**src/rtl/cl_adder_pkg.sv**
```systemverilog
// Shared types and helpers for the pipelined carry-lookahead adder.
//   op_flags_t        : per-operation flags that travel down the pipeline
//   DEF_WIDTH/BLOCK   : default operand width and bits resolved per stage
//   stages()          : number of pipeline stages for a width/block pair
//   sat_max/sat_min() : signed saturation limits, returned in a MAX_WIDTH
//                       container; callers size-cast to their own width
package cl_adder_pkg;

   localparam int DEF_WIDTH = 32;
   localparam int DEF_BLOCK = 8;
   localparam int MAX_WIDTH = 256;

   typedef struct packed {
      logic sub;
      logic sat;
   } op_flags_t;

   function automatic int stages(input int width, input int block);
      return width / block;
   endfunction

   function automatic logic [MAX_WIDTH-1:0] sat_max(input int width);
      logic [MAX_WIDTH-1:0] r;
      r = '0;
      for (int i = 0; i < MAX_WIDTH; i++) begin
         if (i < width - 1) r[i] = 1'b1;
      end
      return r;
   endfunction

   function automatic logic [MAX_WIDTH-1:0] sat_min(input int width);
      logic [MAX_WIDTH-1:0] r;
      r = '0;
      r[width-1] = 1'b1;
      return r;
   endfunction

endpackage

```
**src/rtl/cla_slice.sv**
```systemverilog
// Combinational BLOCK-bit carry-lookahead slice.
//   a, b   : slice operands (b already inverted for subtraction)
//   cin    : carry into bit 0 of the slice
//   sum    : slice sum
//   cout   : carry out of the top bit
//   c_msb  : carry into the top bit (used for signed overflow)
module cla_slice #(
   parameter int BLOCK = 8
) (
   input  logic [BLOCK-1:0] a,
   input  logic [BLOCK-1:0] b,
   input  logic             cin,
   output logic [BLOCK-1:0] sum,
   output logic             cout,
   output logic             c_msb
);

   logic [BLOCK-1:0] g;
   logic [BLOCK-1:0] p;
   logic [BLOCK:0]   c;

   assign g = a & b;
   assign p = a ^ b;

   // Carry into bit n as a flat sum of products:
   // g[n-1] | p[n-1]g[n-2] | ... | p[n-1..0]cin
   function automatic logic lookahead(input logic [BLOCK-1:0] ga,
                                      input logic [BLOCK-1:0] pa,
                                      input logic             ci,
                                      input int               n);
      logic term;
      logic prop;
      term = 1'b0;
      prop = 1'b1;
      for (int j = BLOCK - 1; j >= 0; j--) begin
         if (j < n) begin
            term = term | (prop & ga[j]);
            prop = prop & pa[j];
         end
      end
      return term | (prop & ci);
   endfunction

   always_comb begin
      c    = '0;
      c[0] = cin;
      for (int i = 1; i <= BLOCK; i++) begin
         c[i] = lookahead(g, p, cin, i);
      end
   end

   assign sum   = p ^ c[BLOCK-1:0];
   assign cout  = c[BLOCK];
   assign c_msb = c[BLOCK-1];

endmodule

```
**src/rtl/cl_pipe_adder.sv**
```systemverilog
// Pipelined carry-lookahead adder/subtractor, one BLOCK-bit slice per stage.
// Optional feature macro: CL_PIPE_ADDER_SAT_EN (signed saturation on in_sat).
//   clk, rst            : clock, synchronous active-high reset
//   in_valid/in_ready   : operation handshake (in_ready = pipeline advance)
//   in_a, in_b          : operands
//   in_cin              : carry-in (borrow-in when subtracting)
//   in_sub              : 1 = A - B, 0 = A + B
//   in_sat              : saturation request (ignored without the macro)
//   out_valid/out_ready : result handshake
//   out_sum             : result
//   out_cout            : raw carry out of the MSB
//   out_ovf             : signed overflow
// WIDTH must be a multiple of BLOCK.
module cl_pipe_adder
   import cl_adder_pkg::*;
#(
   parameter int WIDTH = DEF_WIDTH,
   parameter int BLOCK = DEF_BLOCK
) (
   input  logic             clk,
   input  logic             rst,
   input  logic             in_valid,
   output logic             in_ready,
   input  logic [WIDTH-1:0] in_a,
   input  logic [WIDTH-1:0] in_b,
   input  logic             in_cin,
   input  logic             in_sub,
   input  logic             in_sat,
   output logic             out_valid,
   input  logic             out_ready,
   output logic [WIDTH-1:0] out_sum,
   output logic             out_cout,
   output logic             out_ovf
);

   localparam int STAGES = stages(WIDTH, BLOCK);

`ifdef CL_PIPE_ADDER_SAT_EN
   localparam logic [WIDTH-1:0] SAT_MAX = WIDTH'(sat_max(WIDTH));
   localparam logic [WIDTH-1:0] SAT_MIN = WIDTH'(sat_min(WIDTH));
`endif

   // x holds the operand-A bits still to be processed above the sum bits
   // already resolved, so one word carries both the unprocessed operand and
   // the skewed result; after the last stage it is the complete sum.
   typedef struct packed {
      logic             v;
      op_flags_t        f;
      logic             c;
      logic             ovf;
      logic [WIDTH-1:0] b;
      logic [WIDTH-1:0] x;
   } stage_t;

   stage_t st_q [STAGES];
   stage_t st_d [STAGES];
   stage_t src0;
   logic   advance;

   assign advance  = !st_q[STAGES-1].v || out_ready;
   assign in_ready = advance;

   always_comb begin
      src0       = '0;
      src0.v     = in_valid;
      src0.f.sub = in_sub;
      src0.f.sat = in_sat;
      src0.c     = in_cin ^ in_sub;
      src0.b     = in_b ^ {WIDTH{in_sub}};
      src0.x     = in_a;
   end

   for (genvar k = 0; k < STAGES; k++) begin : g_stage
      stage_t           src;
      stage_t           nxt;
      logic [BLOCK-1:0] sl_sum;
      logic             sl_cout;
      logic             sl_cmsb;

      if (k == 0) begin : g_first
         assign src = src0;
      end else begin : g_next
         assign src = st_q[k-1];
      end

      cla_slice #(.BLOCK(BLOCK)) u_slice (
         .a     (src.x[k*BLOCK +: BLOCK]),
         .b     (src.b[k*BLOCK +: BLOCK]),
         .cin   (src.c),
         .sum   (sl_sum),
         .cout  (sl_cout),
         .c_msb (sl_cmsb)
      );

      // ovf is only meaningful once the slice holding the MSB has resolved;
      // earlier stages compute it too and the next stage overwrites it.
      always_comb begin
         nxt                     = src;
         nxt.x[k*BLOCK +: BLOCK] = sl_sum;
         nxt.c                   = sl_cout;
         nxt.ovf                 = sl_cmsb ^ sl_cout;
`ifdef CL_PIPE_ADDER_SAT_EN
         // src.x[WIDTH-1] is still operand A's sign bit in the last stage.
         if ((k == STAGES - 1) && src.f.sat && nxt.ovf) begin
            nxt.x = src.x[WIDTH-1] ? SAT_MIN : SAT_MAX;
         end
`endif
      end

      assign st_d[k] = nxt;
   end

   always_ff @(posedge clk) begin
      if (rst) begin
         for (int k = 0; k < STAGES; k++) st_q[k] <= '0;
      end else if (advance) begin
         for (int k = 0; k < STAGES; k++) st_q[k] <= st_d[k];
      end
   end

   assign out_valid = st_q[STAGES-1].v;
   assign out_sum   = st_q[STAGES-1].x;
   assign out_cout  = st_q[STAGES-1].c;
   assign out_ovf   = st_q[STAGES-1].ovf;

endmodule
```
**config.mk**
```make
export PLATFORM = sky130hd
export DESIGN_NAME = cl_pipe_adder
export DESIGN_NICKNAME = d
export VERILOG_FILES = /design/src/rtl/cl_adder_pkg.sv /design/src/rtl/cla_slice.sv /design/src/rtl/cl_pipe_adder.sv
export SDC_FILE = /design/constraint.sdc
export NUM_CORES = 1
export LEC_CHECK = 0
export CORE_MARGIN = 1
export CORE_UTILIZATION = 55
export DETAILED_ROUTE_END_ITERATION = 10
export PLACE_DENSITY = 0.78
export RECOVER_POWER = 100
export SLEW_MARGIN = 20
export SYNTH_ARGS = -nofsm -noshare
export SYNTH_HDL_FRONTEND = slang
export SYNTH_SLANG_ARGS = --single-unit
export TNS_END_PERCENT = 100
```
**constraint.sdc**
```tcl
create_clock -name clk -period 5.12 [get_ports clk]
set_input_delay 1.024 -clock clk [delete_from_list [all_inputs] [get_ports clk]]
set_output_delay 1.024 -clock clk [all_outputs]
set_load 0.01 [all_outputs]
```
==> results of run 1 <==
-- cell families (layout without fill, tap and decap cells) --
logic type	after synthesis	after routing	synth area share
compound gates	51	51	0.0432
mux	7	7	0.00851
xor+xnor	46	46	0.0489
flops	185	185	0.675
fa+ha+maj	38	38	0.0614
buf+inv	30	146	0.0141
simple gates	218	218	0.149
-- routing by layer --
layer,part of all wire,vias up
met3,0.038,28
met4,0.023,0
met2,0.53,118
met1,0.41,2246
li1,-,2256
met5,0,-
-- worst max-delay path: stages --
cell and delay [ns]:
dlygate4sd3_1 0.51, nand2b_1 0.17, nor2b_1 1.72, buf_12 0.41, nand2_1 0.13, o21ai_0 0.16
-- power by group through the flow --
| stage | clock network (µW) | logic [µW] | registers (µW) |
|---|---|---|---|
| 3_5_place_dp | 0 | 344 | 1850 |
| 2_1_floorplan | 0 | 202 | 1850 |
| 4_1_cts | 1420 | 348 | 1820 |
| 5_1_grt | 1480 | 372 | 1830 |
| 3_3_place_gp | 0 | 326 | 1850 |
| 6_report | 1400 | 337 | 1820 |
-- stage by stage --
stage / hold WS, ns / power, µW / std cells / utilization / area (µm²)
floorplan: 0.497 / 2050 / 575 / - / 8230
global placement: 0.499 / 2170 / 843 / 0.650 / 9480
detailed placement: 0.503 / 2200 / 843 / 0.650 / 9480
CTS: 0.519 / 3590 / 875 / 0.693 / 10100
global route: 0.536 / 3680 / 875 / 0.692 / 10100
finish: 0.517 / 3560 / 875 / 0.692 / 10100
-- cell type report --
cell class	count	area, µm²
clock buffers	20	437
fillers	991	4490
inverters	5	18.8
clock inverters	12	196
multi-input cells	360	2560
well taps	184	230
repair buffers	109	1100
flip-flops and latches	185	5560
-- final timing paths --
path                                   from     endpoint
worst max register to register  st_q[3][68]  st_q[2][65]
worst min-delay path            st_q[0][26]  st_q[1][26]
worst max-delay path              out_ready  st_q[2][65]
worst min register to register  st_q[0][26]  st_q[1][26]
-- cell usage in the layout, fill, tap and decap left out, drive strengths merged, types with 2 or more instances in the layout --
cell / instances
nand2b: 10
nor2b: 2
clkinvlp: 3
xor2: 12
nand3: 4
xnor2: 34
fa: 4
buf: 4
nand4: 2
a31oi: 6
mux2i: 7
a31o: 2
or4: 2
dlygate4sd3: 37
nor2: 42
ha: 34
inv: 6
nor3: 7
a21oi: 8
clkinv: 3
o21ai: 7
nand2: 12
bufinv: 5
a21o: 11
o21a: 3
a211oi: 4
clkdlybuf4s50: 67
nor3b: 3
a311oi: 2
and2: 127
nand3b: 2
clkbuf: 21
edfxtp: 185
==> impl_metrics.py, run 1 <==
metrics = {
    "pwr": {
        "pwr-share-clk": 0.394,
        "power_density_nw_per_um2": 352,
        "p_leak_uw": 0.00425,
        "p_seq_frac": 0.512,
        "netSwitchingPower_uw": 728,
        "p_sw_frac": 0.205,
        "peakVddDrop_v": 0.000306,
        "p_int_uw": 2830,
        "combPwrFrac": 0.095,
    },
    "global_routing": {
        "grt_pass1_wl_um": 21900,
        "use_met3": 0.0477,
        "top_usage_layer": "met2",
        "grt_use_total": 0.184,
        "antenna_found_initial": 0,
        "grt_overflow": 0,
        "grt_max_degree": 110,
        "grtUsageMet1": 0.205,
        "grt_pass1_vias": 4730,
        "use_met2": 0.323,
    },
    "detailed_routing": {
        "drtIter0Drc": 400,
        "first_pass_iters": 5,
        "avgRoutedWirePerCell_um": 15.2,
        "drc": 0,
        "wirelength_um": 13300,
        "drtAntennaViolNets": 0,
        "viasPerCell": 5.31,
        "dr_total_vias": 4648,
    },
    "clocking": {
        "cts-root-buf": "clkbuf_16",
        "cts.htree.levels": 4,
        "cts_hold_buf": 0,
        "clk_pin_slew_ns": 0.06,
        "cts_buffer_depth": 2,
        "clkSinkCount": 185,
        "postCtsSetupRepairBufs": 0,
        "cts.repair.resized": 0,
        "cts_tree": "done",
        "numCtsBuffers": 17,
        "clk_latency_ns": 0.43,
    },
    "placed_design": {
        "gp_congestion": 0.831,
        "numPortBuffers": 105,
        "dp_slack_ns": 1.37,
        "dp_hpwl_um": 8550,
    },
    "sta": {
        "setup_slack_ns": 1.23,
        "skew_ns": 0.00660,
        "finalHoldViolCount": 0,
        "period_share": 0.760,
        "rsz0062_at_grt": "false",
        "slew_headroom": -0.516,
        "min_period_ns": 3.89,
        "worstMarginPinSlew_ns": 2.27,
        "setup_viol": 0,
        "setup-tns-final_ns": 0,
        "fmax_mhz": 257,
        "finalMaxSlewViolations": 123,
    },
    "synthesis": {
        "synth_top_area_frac": 0.675,
        "synth-edff-count": 185,
        "ys_async_sr_fraction": 0,
        "yosys-top-cells-area": "edfxtp_1, and2_1, ha_1",
        "synthCells": 575,
        "synth_most_common_cell": "edfxtp_1",
        "syn-cell-area_um2": 8230,
        "syn_nets": 684,
        "ys_ff_latch": 185,
        "syn_area_per_cell_um2": 14.3,
        "synthFlopType": "edfxtp_1",
        "synth_cell_types": 44,
        "synth_area_leader_cell": "edfxtp_1",
        "yosys-top-cells-count": "edfxtp_1, and2_1, nor2_1",
        "ys_seq_area_frac": 0.675,
        "yosysWarningCount": 0,
    },
    "final_layout": {
        "fin_nets": 787,
        "antenna_cells": 0,
        "synthToLayoutAreaGrowth_pct": 22.7,
        "largest-register": "st_q",
        "drive_above_1_share": 0.0521,
        "largest_reg_flops": 185,
        "reg_top3": "st_q x185",
    },
    "worst_setup_path": {
        "crit_fanout": 109,
        "cp.arrival_ns": 4.17,
        "r2r_slack_ns": 1.95,
        "required_ns": 5.39,
        "worst_setup_path_end_kind": "register",
        "rr_worst_depth": 5,
        "cp-start-kind": "input port",
        "criticalPathCategory": "in2reg",
    },
    "floorplanning": {
        "core_area_um2": 14600,
        "die_h_um": 124,
        "fp-row-count": 44,
        "die_x_um": 124,
        "start_util": 0.564,
        "dieArea_um2": 15500,
        "io_pins": 107,
    },
    "hold_path": {
        "min_path_cells": 1,
        "hp-class": "reg2reg",
    },
    "status": {
        "status": "finished with violations",
        "violations": "capacitance limit, slew limit",
    },
    "run": {
        "max_cap_violations": 3,
    },
}
Power figures use the tool's default switching activity.
==> run 2: changes to the inputs <==
Clock period 5.12 ns to 3.6 ns, I/O delays scaled along.
==> run 2 against run 1 <==
Net effect: the run still ends with capacitance limit, slew limit left; via count decreased by 0.86%; design area down 0.56%; first-iteration DRC count is 13% lower; clock skew grew 0.00072 ns.
==> impl_metrics.py, run 2 (same netlist as run 1, synthesis figures left out) <==
metrics = {
    "floorplanning": {
        "dieArea_um2": 15500,
        "core_area_um2": 14600,
        "die_h_um": 124,
        "fp-row-count": 44,
        "start_util": 0.564,
        "io_pins": 107,
        "die_x_um": 124,
    },
    "sta": {
        "worstMarginPinSlew_ns": 1.52,
        "finalHoldViolCount": 0,
        "rsz0062_at_grt": "false",
        "period_share": 0.839,
        "slew_headroom": -0.0102,
        "fmax_mhz": 331,
        "setup_viol": 0,
        "whs_ns": 0.510,
        "finalMaxSlewViolations": 15,
        "skew_ns": 0.00732,
        "setup-tns-final_ns": 0,
        "min_period_ns": 3.02,
    },
    "worst_setup_path": {
        "cp-start-kind": "input port",
        "r2r-end": "st_q[0][25]",
        "criticalPathCategory": "in2reg",
        "rr_worst_depth": 3,
        "crit_fanout": 31,
        "cp.arrival_ns": 3.10,
        "setup.worst_path.start": "out_ready",
        "r2r_slack_ns": 1.02,
        "worst_setup_path_end_kind": "register",
        "r2r_start": "st_q[3][68]",
        "required_ns": 3.68,
    },
    "clocking": {
        "clk_pin_slew_ns": 0.06,
        "cts-root-buf": "clkbuf_16",
        "cts.repair.resized": 0,
        "cts_buffer_depth": 2,
        "cts.htree.levels": 4,
        "cts_tree": "done",
        "clk_latency_ns": 0.42,
        "postCtsSetupRepairBufs": 0,
        "cts_hold_buf": 0,
        "clkSinkCount": 185,
        "numCtsBuffers": 17,
    },
    "global_routing": {
        "top_usage_layer": "met2",
        "grt_overflow": 0,
        "grt_max_degree": 150,
        "grtUsageMet1": 0.214,
        "grt_use_total": 0.174,
        "antenna_found_initial": 0,
        "grt_pass1_wl_um": 21000,
        "use_met3": 0.0481,
        "grt_pass1_vias": 4547,
        "use_met2": 0.289,
    },
    "status": {
        "violations": "capacitance limit, slew limit",
        "status": "finished with violations",
    },
    "final_layout": {
        "reg_top3": "st_q x185",
        "final_common_cell": "edfxtp_1",
        "largest_reg_flops": 185,
        "largest-register": "st_q",
        "register_area_um2": 5560,
        "synthToLayoutAreaGrowth_pct": 22.0,
        "post-route-cell-area_um2": 10000,
        "multiInputGateArea_um2": 2560,
        "most-common-layout-cells": "edfxtp_1, and2_1, clkdlybuf4s50_1",
        "antenna_cells": 0,
        "drive_above_1_share": 0.0461,
        "fin_nets": 791,
        "fillers": 993,
        "fin_cells": 878,
    },
    "hold_path": {
        "hp-class": "reg2reg",
        "min_path_cells": 1,
        "hold_end": "st_q[3][13]",
        "min-delay-start": "st_q[2][13]",
    },
    "placed_design": {
        "numPortBuffers": 105,
        "gp_congestion": 0.818,
        "place_area_um2": 9540,
        "dp_hpwl_um": 8250,
        "place_inst": 847,
    },
    "detailed_routing": {
        "viasPerCell": 5.25,
        "dr_total_vias": 4608,
        "avgRoutedWirePerCell_um": 14.4,
        "drtAntennaViolNets": 0,
        "wirelength_um": 12700,
        "drtIter0Drc": 349,
        "first_pass_iters": 5,
        "drc": 0,
    },
    "pwr": {
        "power_density_nw_per_um2": 477,
        "p_leak_uw": 0.00424,
        "peakVddDrop_v": 0.000360,
    },
    "run": {
        "max_cap_violations": 1,
    },
}
[run 2: cell types whose count changed in the layout (fill, tap and decap cells not counted), moves of 2 or more]
cell       change
and2_0        -11
and2_1        +11
bufinv_16      -3
clkbuf_1       +2
clkinv_1       +4
clkinv_2       -2
[run 2: how the worst max path moves through the flow]
stage	to	cells after the start	slack (ns)
2_1_floorplan	st_q[0][65]	9	0.65
3_3_place_gp	st_q[0][65]	8	0.52
3_5_place_dp	st_q[0][65]	8	0.42
4_1_cts	st_q[0][65]	8	0.85
5_1_grt	st_q[0][27]	4	0.39
6_report	st_q[0][25]	4	0.58
[run 2: area by class of cell]
type,instances,share of cell area
Clock buffer,21,0.0439
Clock inverter,10,0.0103
Inverter,5,0.00187
Multi-Input combinational cell,360,0.255
Sequential cell,185,0.553
Tap cell,184,0.0229
Timing Repair Buffer,113,0.113
[run 2: routing by layer]
layer	share of wire	vias to the layer above
met5	0	-
met2	0.51	112
met1	0.42	2212
met3	0.049	18
met4	0.014	0
li1	-	2266
[run 2: where the power goes]
group | internal [µW] | total, µW | switching [µW]
clock | 1010 | 1730 | 724
sequential | 2550 | 2590 | 42.4
combinational | 247 | 473 | 226
[run 2: critical path, stage by stage]
cell           delay, ns
dlygate4sd3_1       0.52
nand2b_1            0.16
or2_0               1.14
buf_4               0.54
[run 2: through the flow]
step	utilization	setup WS [ns]	total power (µW)
6_report	0.688	0.580	4790
3_5_place_dp	0.654	0.417	3130
4_1_cts	0.691	0.854	4850
2_1_floorplan	-	0.652	2920
3_3_place_gp	0.654	0.518	3100
5_1_grt	0.688	0.386	4980
==> run 3: changes to the inputs <==
Settings changed: CORE_UTILIZATION 55 to 50, PLACE_DENSITY 0.78 to 0.74.
Clock period 3.6 ns to 2.65 ns, I/O delays scaled along.
==> run 3 against run 2 <==
Net effect: the flow now finishes without violations; combinational power up 38%; cell count up 4.3%; largest power group unchanged; core utilization is 5.5 points lower; sequential power increased by 36%; critical path type is now in2out; global-route usage down 1.4 points; die area is 9.8% higher; setup slack worse by 0.30 ns.
==> impl_metrics.py, run 3 (same netlist as run 1, synthesis figures left out) <==
metrics = {
    "global_routing": {
        "grt_max_degree": 81,
        "grt_overflow": 0,
        "grt_pass1_wl_um": 20400,
        "grt_use_total": 0.160,
        "grt_pass1_vias": 4426,
        "antenna_found_initial": 0,
    },
    "worst_setup_path": {
        "cp.arrival_ns": 1.84,
        "crit_fanout": 4,
        "rr_worst_depth": 6,
        "r2r-end": "st_q[2][65]",
        "r2r_start": "st_q[1][16]",
        "r2r_slack_ns": 0.34,
        "criticalPathCategory": "in2out",
        "cp-start-kind": "input port",
        "required_ns": 2.12,
        "worst_setup_path_end_kind": "primary output",
    },
    "pwr": {
        "power_density_nw_per_um2": 661,
        "p_seq_frac": 0.524,
        "combPwrFrac": 0.098,
        "netSwitchingPower_uw": 1410,
        "p_sw_frac": 0.211,
        "peakVddDrop_v": 0.000434,
        "p_int_uw": 5290,
        "p_leak_uw": 0.00428,
        "pwr-share-clk": 0.378,
    },
    "sta": {
        "whs_ns": 0.515,
        "setup_viol": 0,
        "fmax_mhz": 422,
        "finalMaxSlewViolations": 0,
        "min_period_ns": 2.37,
        "period_share": 0.894,
        "slew_headroom": 0.305,
        "rsz0062_at_grt": "false",
        "skew_ns": 0.00818,
        "setup_slack_ns": 0.280,
        "worstMarginPinSlew_ns": 1.04,
        "setup-tns-final_ns": 0,
        "finalHoldViolCount": 0,
    },
    "final_layout": {
        "final_common_cell": "edfxtp_1",
        "most-common-layout-cells": "edfxtp_1, and2_1, clkdlybuf4s50_1",
        "largest_reg_flops": 185,
        "register_area_um2": 5560,
        "antenna_cells": 0,
        "drive_above_1_share": 0.0614,
        "fin_nets": 796,
        "multiInputGateArea_um2": 2560,
        "fillers": 1204,
        "reg_top3": "st_q x185",
        "synthToLayoutAreaGrowth_pct": 23.2,
        "largest-register": "st_q",
    },
    "placed_design": {
        "dp_hpwl_um": 8340,
        "numPortBuffers": 105,
        "dp_slack_ns": -0.0250,
        "gp_congestion": 0.806,
    },
    "clocking": {
        "cts.repair.resized": 0,
        "cts_buffer_depth": 2,
        "numCtsBuffers": 17,
        "cts-root-buf": "clkbuf_16",
        "cts_hold_buf": 0,
        "cts_tree": "done",
        "postCtsSetupRepairBufs": 0,
        "cts.htree.levels": 4,
        "clkSinkCount": 185,
        "clk_latency_ns": 0.42,
        "clk_pin_slew_ns": 0.06,
    },
    "detailed_routing": {
        "drtIter0Drc": 352,
        "avgRoutedWirePerCell_um": 13.7,
        "viasPerCell": 5.02,
        "first_pass_iters": 4,
        "drc": 0,
        "dr_total_vias": 4595,
        "drtAntennaViolNets": 0,
        "wirelength_um": 12500,
    },
    "floorplanning": {
        "dieArea_um2": 17000,
        "fp-row-count": 46,
        "core_area_um2": 16000,
        "io_pins": 107,
        "die_h_um": 130,
        "die_x_um": 130,
        "start_util": 0.515,
    },
    "run": {
        "max_cap_violations": 0,
    },
    "hold_path": {
        "hold_end": "st_q[2][11]",
        "hp-class": "reg2reg",
        "min-delay-start": "st_q[1][11]",
        "min_path_cells": 1,
    },
    "status": {
        "status": "finished, final reports clean",
    },
}
[run 3: cell types whose count changed in the layout (fill, tap and decap cells not counted), sizes merged]
cell           before  now
buf                 6    4
bufinv              2    3
clkbuf             24   27
clkdlybuf4s50      66   67
clkinv              6    7
dlygate4sd3        38   37
inv                 5    8
[run 3: area by class of cell]
class / count / share of cell area
clock buffers: 17 / 0.0419
clock inverters: 15 / 0.0170
flip-flops and latches: 185 / 0.548
multi-input cells: 360 / 0.253
repair buffers: 118 / 0.112
well taps: 216 / 0.0267
inverters: 5 / 0.00185
[run 3: power groups by stage]
stage                     clock [µW]  combinational [µW]  sequential [µW]
after detailed placement           0                 684             3580
after global routing            2700                 734             3530
final                           2530                 654             3510
after floorplan                    0                 391             3570
after global placement             0                 656             3570
after CTS                       2580                 688             3520
[run 3: worst max-delay path by stage]
stage	from	end	cells after the start
2_1_floorplan	out_ready	st_q[0][0]	2
3_3_place_gp	in_b[1]	st_q[0][65]	9
3_5_place_dp	in_b[1]	st_q[0][65]	9
4_1_cts	st_q[2][24]	st_q[3][64]	6
5_1_grt	in_sub	st_q[0][5]	8
6_report	out_ready	in_ready	3
[run 3: stage by stage]
stage                      util  power [µW]  cells  cell area, µm²
after floorplan               -        3970    575            8240
after global placement    0.601        4230    884            9610
after detailed placement  0.601        4260    884            9610
after CTS                 0.638        6790    916           10200
after global routing      0.634        6970    916           10100
final                     0.634        6700    916           10100
[run 3: worst max-delay path, stage by stage]
cell	delay (ns)
dlygate4sd3_1	0.52
nand2b_1	0.17
dlygate4sd3_1	0.61
[run 3: metal layers]
layer	track usage	vias to the layer above	routed length, µm
met4	0.0811	0	280
met5	0	-	0
met3	0.0320	24	490
met2	0.274	107	6450
li1	-	2281	-
met1	0.193	2183	5300
